[config.mk]
export PLATFORM = sky130hd
export DESIGN_NAME = smart_alert_conditioner
export DESIGN_NICKNAME = d
export VERILOG_FILES = /design/src/rtl/smart_pkg.sv /design/src/rtl/smart_input_filter.sv /design/src/rtl/smart_alert_conditioner.sv
export SDC_FILE = /design/constraint.sdc
export NUM_CORES = 1
export LEC_CHECK = 0
export CAP_MARGIN = 20
export CORE_MARGIN = 2
export CORE_UTILIZATION = 49
export DETAILED_ROUTE_END_ITERATION = 10
export PLACE_DENSITY = 0.76
export SYNTH_ARGS = -nofsm -noshare
export SYNTH_HDL_FRONTEND = slang
export SYNTH_SLANG_ARGS = --single-unit
[constraint.sdc]
create_clock -name iClk -period 2.1 [get_ports iClk]
set_input_delay 0.21 -clock iClk [delete_from_list [all_inputs] [get_ports iClk]]
set_output_delay 0.21 -clock iClk [all_outputs]
set_load 0.05 [all_outputs]
[src/rtl/smart_pkg.sv]
// Shared types and default constants for the SmaRT alert/throttle conditioner.
//   smart_state_e        per-channel qualification state
//   DEF_FILTER_CYCLES    synced-level cycles needed to qualify an edge
//   DEF_HOLD_CYCLES      minimum asserted time after qualification
//   DEF_CNT_WIDTH        width of the saturating event counter
package smart_pkg;

    typedef enum logic [1:0] {
        IDLE    = 2'd0,
        QUAL    = 2'd1,
        ACTIVE  = 2'd2,
        RELEASE = 2'd3
    } smart_state_e;

    localparam int unsigned DEF_FILTER_CYCLES = 4;
    localparam int unsigned DEF_HOLD_CYCLES   = 200;
    localparam int unsigned DEF_CNT_WIDTH     = 8;

endpackage : smart_pkg

[src/rtl/smart_input_filter.sv]
// One conditioning channel: 2-FF synchroniser, glitch filter and minimum-hold
// stretcher for an active-low asynchronous input.
//   iClk     clock
//   iRst     synchronous reset, active-high
//   iEn      low forces the channel idle (outputs deasserted, counters cleared)
//   iRaw_n   raw asynchronous input, active-low
//   oOut_n   conditioned output, active-low, registered
//   oStrobe  1-cycle pulse on the cycle the channel becomes ACTIVE from QUAL
module smart_input_filter
    import smart_pkg::*;
#(
    parameter int unsigned FILTER_CYCLES = DEF_FILTER_CYCLES,
    parameter int unsigned HOLD_CYCLES   = DEF_HOLD_CYCLES
) (
    input  logic iClk,
    input  logic iRst,
    input  logic iEn,
    input  logic iRaw_n,
    output logic oOut_n,
    output logic oStrobe
);

    localparam int unsigned FW = $clog2(FILTER_CYCLES + 1);
    localparam int unsigned HW = $clog2(HOLD_CYCLES + 1);

    logic [1:0]    sync;
    logic          synced;
    smart_state_e  state;
    logic [FW-1:0] filt_cnt;
    logic [FW-1:0] filt_inc;
    logic [HW-1:0] hold_cnt;
    logic [HW-1:0] hold_inc;

    assign synced = sync[1];

    // Saturating increments; neither counter ever wraps.
    assign filt_inc = (filt_cnt == FW'(FILTER_CYCLES)) ? filt_cnt : filt_cnt + FW'(1);
    assign hold_inc = (hold_cnt == HW'(HOLD_CYCLES))   ? hold_cnt : hold_cnt + HW'(1);

    // Synchroniser, qualification FSM and counters.
    always_ff @(posedge iClk) begin
        if (iRst) begin
            sync     <= 2'b11;
            state    <= IDLE;
            filt_cnt <= '0;
            hold_cnt <= '0;
            oOut_n   <= 1'b1;
            oStrobe  <= 1'b0;
        end else begin
            sync    <= {sync[0], iRaw_n};
            oStrobe <= 1'b0;
            if (!iEn) begin
                // Power-not-ok overrides everything, including an unfinished hold.
                state    <= IDLE;
                filt_cnt <= '0;
                hold_cnt <= '0;
                oOut_n   <= 1'b1;
            end else begin
                case (state)
                    IDLE: begin
                        if (!synced) begin
                            state    <= QUAL;
                            filt_cnt <= FW'(1);
                        end
                    end
                    QUAL: begin
                        if (synced) begin
                            state    <= IDLE;
                            filt_cnt <= '0;
                        end else if (filt_inc >= FW'(FILTER_CYCLES)) begin
                            state    <= ACTIVE;
                            filt_cnt <= '0;
                            hold_cnt <= '0;
                            oOut_n   <= 1'b0;
                            oStrobe  <= 1'b1;
                        end else begin
                            filt_cnt <= filt_inc;
                        end
                    end
                    ACTIVE: begin
                        hold_cnt <= hold_inc;
                        if (synced) begin
                            state    <= RELEASE;
                            filt_cnt <= FW'(1);
                        end
                    end
                    RELEASE: begin
                        if (!synced) begin
                            // Re-assertion inside the release window: no new event, hold keeps running.
                            state    <= ACTIVE;
                            filt_cnt <= '0;
                            hold_cnt <= hold_inc;
                        end else if (filt_inc >= FW'(FILTER_CYCLES) && hold_cnt == HW'(HOLD_CYCLES)) begin
                            state    <= IDLE;
                            filt_cnt <= '0;
                            hold_cnt <= '0;
                            oOut_n   <= 1'b1;
                        end else begin
                            filt_cnt <= filt_inc;
                            hold_cnt <= hold_inc;
                        end
                    end
                    default: begin
                        state    <= IDLE;
                        filt_cnt <= '0;
                        hold_cnt <= '0;
                        oOut_n   <= 1'b1;
                    end
                endcase
            end
        end
    end

endmodule : smart_input_filter

[src/rtl/smart_alert_conditioner.sv]
// Input conditioning upstream of the SmaRT throttle block: filters and stretches
// the PMBus alert and throttle request, and counts qualified assertions.
//   iClk         2 MHz system clock
//   iRst         synchronous reset, active-high
//   iAlert_n     raw PMBus alert, asynchronous, active-low
//   iThrottle_n  raw throttle request, asynchronous, active-low
//   iPwrOk       low forces both channels idle; event count is kept
//   iCountClr    1-cycle pulse clearing oEventCount (wins over a coincident event)
//   oAlert_n     conditioned alert, active-low
//   oThrottle_n  conditioned throttle, active-low
//   oEvent       1-cycle pulse on any new qualified assertion
//   oEventCount  saturating count of qualified assertions
module smart_alert_conditioner
    import smart_pkg::*;
#(
    parameter int unsigned FILTER_CYCLES = DEF_FILTER_CYCLES,
    parameter int unsigned HOLD_CYCLES   = DEF_HOLD_CYCLES,
    parameter int unsigned CNT_WIDTH     = DEF_CNT_WIDTH
) (
    input  logic                 iClk,
    input  logic                 iRst,
    input  logic                 iAlert_n,
    input  logic                 iThrottle_n,
    input  logic                 iPwrOk,
    input  logic                 iCountClr,
    output logic                 oAlert_n,
    output logic                 oThrottle_n,
    output logic                 oEvent,
    output logic [CNT_WIDTH-1:0] oEventCount
);

    logic             strobe_alert;
    logic             strobe_throttle;
    logic [1:0]       strobe_num;
    logic [CNT_WIDTH:0] count_sum;
    logic [CNT_WIDTH-1:0] count_next;

    smart_input_filter #(
        .FILTER_CYCLES (FILTER_CYCLES),
        .HOLD_CYCLES   (HOLD_CYCLES)
    ) u_alert_filter (
        .iClk    (iClk),
        .iRst    (iRst),
        .iEn     (iPwrOk),
        .iRaw_n  (iAlert_n),
        .oOut_n  (oAlert_n),
        .oStrobe (strobe_alert)
    );

    smart_input_filter #(
        .FILTER_CYCLES (FILTER_CYCLES),
        .HOLD_CYCLES   (HOLD_CYCLES)
    ) u_throttle_filter (
        .iClk    (iClk),
        .iRst    (iRst),
        .iEn     (iPwrOk),
        .iRaw_n  (iThrottle_n),
        .oOut_n  (oThrottle_n),
        .oStrobe (strobe_throttle)
    );

    // Add 0/1/2 events with one extra carry bit so saturation can be detected.
    always_comb begin
        strobe_num = {1'b0, strobe_alert} + {1'b0, strobe_throttle};
        count_sum  = {1'b0, oEventCount} + (CNT_WIDTH + 1)'(strobe_num);
        count_next = count_sum[CNT_WIDTH] ? {CNT_WIDTH{1'b1}} : count_sum[CNT_WIDTH-1:0];
    end

    // Event pulse and saturating event counter.
    always_ff @(posedge iClk) begin
        if (iRst) begin
            oEvent      <= 1'b0;
            oEventCount <= '0;
        end else begin
            oEvent      <= strobe_alert | strobe_throttle;
            oEventCount <= iCountClr ? '0 : count_next;
        end
    end

endmodule : smart_alert_conditioner

## Word level (Yosys, flattened, before mapping)

Cells that the tools add are included.

- Register bits: 43
- Bits of input ports: 6
- Output and inout port bits: 11
- Logic and storage cells: 127

- Add/sub/neg operators: 6
- Magnitude comparators: 2
- Equality and inequality tests: 26
- Multiplexer cells: 55
- Bitwise logic cells: 4
- Reduce and logical (&&, ||, !) cells: 20

Operator list:

| operator | number |
|---|---|
| $mux W8 | 11 |
| $pmux W8 S3 | 2 |
| $mux W3 | 14 |
| $mux W2 | 12 |
| $pmux W3 S4 | 2 |
| $add A8 B1 Y8 const B | 2 |
| $eq A8 B8 Y1 const B | 2 |
| $ne A2 B1 Y1 const B | 8 |
| $pmux W2 S4 | 2 |
| $mux W1 | 10 |
| $reduce_and A5 Y1 | 2 |
| $add A8 B2 Y9 | 1 |
| $eq A2 B2 Y1 const B | 4 |
| $ne A2 B2 Y1 const B | 4 |
| $reduce_and A4 Y1 | 2 |
| $reduce_or A4 Y1 | 2 |
| $add A3 B1 Y3 const B | 2 |
| $eq A3 B3 Y1 const B | 2 |
| $ge A3 B3 Y1 const B | 2 |
| $ne A3 B1 Y1 const B | 2 |
| $ne A3 B3 Y1 const B | 2 |
| $reduce_and A3 Y1 | 2 |
| $reduce_bool A3 Y1 | 2 |
| $eq A2 B1 Y1 const B | 2 |
| other kinds (9) | 17 |

## Logic depth before layout (Yosys ltp)

- Word-level depth: 7
- Mapped depth: 7

## Modules after synthesis

From an unflattened synthesis, not the netlist that was laid out.

- Cell total of the unflattened synthesis: 268
- Area total of the unflattened synthesis: 2,388.5 um2

By module, submodules not included:

| module | instances | cells an instance | area an instance (um2) |
|---|---|---|---|
| smart_input_filter at u_throttle_filter | 1 | 118 | 1,019.7 |
| smart_input_filter at u_alert_filter | 1 | 107 | 968.4 |
| smart_alert_conditioner | 1 | 43 | 400.4 |

## Worst setup path after synthesis

OpenSTA, ideal clock, no wires.

- Kind: reg-to-reg
- From: reg oEventCount[0]
- To: reg oEventCount[6]
- Setup time: 0.128 ns
- Arrival time: 1.828 ns
- Slack: 0.144 ns
- Stages on the path, launching flop included: 8
- Path buffers: 0
- Clock period less this slack: 1.956 ns
- Cells stage by stage: dfxtp_1 inv_1 fa_1 inv_1 ha_1 nand3_1 nor3b_1 nor3_1

- Cells in the longest elaborated chain, start to end: 2

Ends and longest elaborated chain:

| item | line | text |
|---|---|---|
| from (decl) | smart_alert_conditioner.sv:29 | `output logic [CNT_WIDTH-1:0] oEventCount` |
| from (signal assigned) | smart_alert_conditioner.sv:76 | `oEventCount <= iCountClr ? '0 : count_next;` |
| $add A8 B2 Y9 | smart_alert_conditioner.sv:65 | `count_sum = {1'b0, oEventCount} + (CNT_WIDTH + 1)'(strobe_num);` |
| $mux W8 | smart_alert_conditioner.sv:66 | `count_next = count_sum[CNT_WIDTH] ? {CNT_WIDTH{1'b1}} : count_sum[CNT_WIDTH-1:0];` |

No other way between the ends.
A chain may end at the register's enable or synchronous reset.

## Final worst setup path

- From: reg u_alert_filter.hold_cnt[4]
- To: reg u_alert_filter.hold_cnt[1]

- Cells in the longest elaborated chain, start to end: 5
- Elaborated cells between the ends (all ways): 6
- Classes of those cells: eq/ne: 1; mux: 4; reduce/logical: 1

Ends and longest elaborated chain:

| item | line | text |
|---|---|---|
| from (decl) | smart_input_filter.sv:31 | `logic [HW-1:0] hold_cnt;` |
| from (signal assigned) | smart_input_filter.sv:81 | `hold_cnt <= hold_inc;` |
| from (signal assigned) | smart_input_filter.sv:92 | `hold_cnt <= hold_inc;` |
| from (signal assigned) | smart_input_filter.sv:100 | `hold_cnt <= hold_inc;` |
| $eq A8 B8 Y1 (*) | smart_input_filter.sv:38, smart_input_filter.sv:93 |  |
| $mux W8 / $logic_and A1 B1 Y1 (equally long branches) | smart_input_filter.sv:38, smart_input_filter.sv:93 |  |
| $mux W8 | smart_input_filter.sv:93 | `end else if (filt_inc >= FW'(FILTER_CYCLES) && hold_cnt == HW'(HOLD_CYCLES)) begin` |
| $mux W8 | smart_input_filter.sv:88 | `if (!synced) begin` |
| $pmux W8 S3 (*) | smart_input_filter.sv:59 | `case (state)` |

Mark *: on every way between the ends. The rest lies on a longest branch, timed or not.

==> impl_metrics.py <==
metrics = {
    "grt": {
        "antenna_found_initial": 0,
        "grt_overflow": 0,
        "grt_max_degree": 14,
        "grt_pass1_wl_mm": 7.879,
        "grt_pass1_vias": 1818,
        "grt_use_total_pct": 18.74,
    },
    "sta": {
        "drv_slew": 0,
        "fmax_mhz": 536.5,
        "finalSetupViolCount": 0,
        "tightest_slew_ps": 501.8,
        "finalCritPeriodShare_pct": 88.75,
        "setup_slack_ps": 236.2,
        "rsz0062_at_grt": "no",
        "fin_tns_setup_ps": 0,
        "period_needed_ps": 1864,
        "finalHoldViolations": 0,
        "max-slew-margin-rel_pct": 66.44,
        "skew_ps": 5.872,
    },
    "yosys": {
        "synthesis.nets": 290,
        "yosysTopAreaCell": "dfxtp_1",
        "avgSynthCellArea_um2": 8.379,
        "synth_top_cell_area_share_pct": 37.49,
        "ys_warn_count": 0,
        "netlist_instances": 274,
        "synth.distinct_cells": 54,
        "ys_top_cells_by_area": "dfxtp_1 37%, nand3_1 6.8%, ha_1 4.9%, o21ai_0 3.5%, inv_1 2.8%",
        "ys_ff_latch": 43,
        "synth_flop_cell": "dfxtp_1",
        "synth-edff-count": 0,
        "syn_area_um2": 2296,
        "synth_seq_area_share_pct": 37.49,
        "async_flop_share_pct": 0,
    },
    "routing": {
        "drt.antenna.violating_nets": 0,
        "via_count": 2031,
        "drtIter0Drc": 100,
        "avgRoutedWirePerCell_um": 13.43,
        "vias_per_cell": 5.904,
        "drt_wl_total_mm": 4.619,
        "drc_errors": 0,
        "dr.pass1.iters": 4,
    },
    "worst_setup_path": {
        "crit_start": "u_alert_filter.hold_cnt[4]$_SDFFE_PP0P_",
        "crit_type": "flop to flop",
        "crit_path_end_kind": "flop",
        "reg2reg_from": "u_alert_filter.hold_cnt[4]$_SDFFE_PP0P_",
        "startpoint_type": "flop",
        "cp_data_required_time_ps": 2290,
        "reg2reg_depth": 4,
        "crit_fanout": 13,
        "crit_arrival_ps": 2050,
    },
    "hold_path": {
        "hold_path_depth": 1,
        "hp-class": "flop to flop",
        "min_from": "u_alert_filter.sync[0]$_SDFF_PP1_",
    },
    "clock_tree": {
        "postCtsHoldBufs": 0,
        "cts.sinks": 43,
        "cts_buffer_depth": 2,
        "cts_tree": "done",
        "cts_resized": 0,
        "cts_inserted_buffers": 5,
        "cts.htree.levels": 2,
        "clk_latency_ps": 290,
        "cts_root_buffer": "clkbuf_8",
        "post-cts-setup-buffers": 0,
        "path_clk_slew_ps": 80,
    },
    "pwr": {
        "peakVddDrop_uv": 545.3,
        "powerDensity_nw_per_um2": 592.3,
        "power_leakage_uw": 0.0009379,
    },
    "floorplan": {
        "die_w_um": 72.45,
        "ioPinCount": 17,
        "core_um2": 4444,
        "dieArea_um2": 5249,
        "rows": 24,
        "initial_core_util_pct": 51.66,
        "fp.dieH_um": 72.45,
    },
    "placement": {
        "dp_slack_ps": 271.7,
        "gp_congestion": 0.8516,
        "io_buffer_count": 16,
        "detailed_place_hpwl_mm": 3.373,
    },
    "finish": {
        "layout.nets": 307,
        "final_common_cell": "dfxtp_1",
        "area_delta_synth_final_pct": 14.44,
        "drive_gt1_share_pct": 8.562,
        "antenna_cells": 0,
        "layout_common_cells": "43 x dfxtp_1, 31 x nand3_1, 17 x inv_1",
    },
    "outcome": {
        "outcome": "finished clean",
    },
    "flow_run": {
        "cap_violations": 0,
    },
}
critical path, cell delays in order (launching register included):
cell and delay [ps]:
dfxtp_1 370, nor4b_1 470, nand2_1 360, and3b_1 280, o31a_1 280
per-layer routing:
metal	global-route usage (%)	routed length (um)
met2	30.99	2180
met4	7.407	77
met3	3.611	231
met5	0	0
met1	24.13	2130
logic make-up (layout without fill, tap and decap cells):
logic type | after synthesis | after routing | synth area share (%)
AO/OA/AOI/OAI | 67 | 67 | 20.00
XOR/XNOR | 10 | 10 | 3.815
adder cells (fa/ha/maj) | 10 | 10 | 5.777
buffers and inverters | 29 | 47 | 5.231
flip-flops | 43 | 43 | 37.49
multiplexers | 1 | 1 | 0.4360
AND/OR/NAND/NOR | 114 | 114 | 27.25
through the flow:
step	utilization, %	cells	area (um^2)	hold slack [ps]	power [uW]
2_1_floorplan	-	274	2296	279.1	874.7
3_3_place_gp	56.48	336	2510	393.6	900.0
3_5_place_dp	56.48	336	2510	398.5	900.5
4_1_cts	59.12	344	2628	417.5	1566
5_1_grt	59.12	344	2628	428.2	1606
6_report	59.12	344	2628	414.2	1556
area by class of cell:
class / instances / area [um^2]
fillers: 414 / 1817
flip-flops and latches: 43 / 860.8
clock buffers: 6 / 82.58
repair buffers: 22 / 205.2
inverters: 17 / 63.81
multi-input cells: 202 / 1315
clock inverters: 2 / 35.03
well taps: 52 / 65.06
state kept, by name (all words and copies together), names as in the netlist, named ones only:
register	flops
u_throttle_filter.state	1
u_alert_filter.state	1
u_throttle_filter.filt_cnt	3
u_throttle_filter.sync	2
u_alert_filter.oOut_n	1
u_alert_filter.filt_cnt	3
u_throttle_filter.hold_cnt	8
u_alert_filter.sync	2
u_throttle_filter.oStrobe	1
u_alert_filter.hold_cnt	8
u_throttle_filter.oOut_n	1
oEventCount	8
oEvent	1
u_alert_filter.oStrobe	1
power breakdown:
group / leakage, uW / internal [uW] / total, uW / switching [uW]
registers: 0.000347 / 820 / 827 / 6.95
clock network: 0.0000612 / 385 / 675 / 290
logic: 0.000529 / 26.5 / 54.4 / 27.8
total: 0.000938 / 1230 / 1560 / 325
path summary, 6_finish.rpt:
check / to / slack (ps)
worst max-delay path: u_alert_filter.hold_cnt[1]$_SDFFE_PP0P_ / 240
worst min register to register: u_alert_filter.sync[1]$_SDFF_PP1_ / 410
worst max register to register: u_alert_filter.hold_cnt[1]$_SDFFE_PP0P_ / 240
worst min-delay path: u_alert_filter.sync[1]$_SDFF_PP1_ / 410
synthesized netlist by cell type, types with 2 or more instances:
master     count
a211oi_1       4
a21oi_1       12
a22oi_1        2
a31oi_1        5
and2_1         4
and3_1        10
and3b_1        4
buf_2          3
clkbuf_1       8
dfxtp_1       43
ha_1           9
inv_1         17
nand2_1       15
nand2b_1       5
nand3_1       31
nand3b_1       3
nand4_1        2
nor2_1        15
nor2b_1        2
nor3_1         6
nor3b_1        3
o2111ai_1      2
o211a_1        2
o211ai_1       5
o21a_1         4
o21ai_0       16
o31a_1         2
o41ai_1        2
or2_2          5
xnor2_1        5
xor2_1         5
Note: power is estimated with default switching activity, not from simulation.
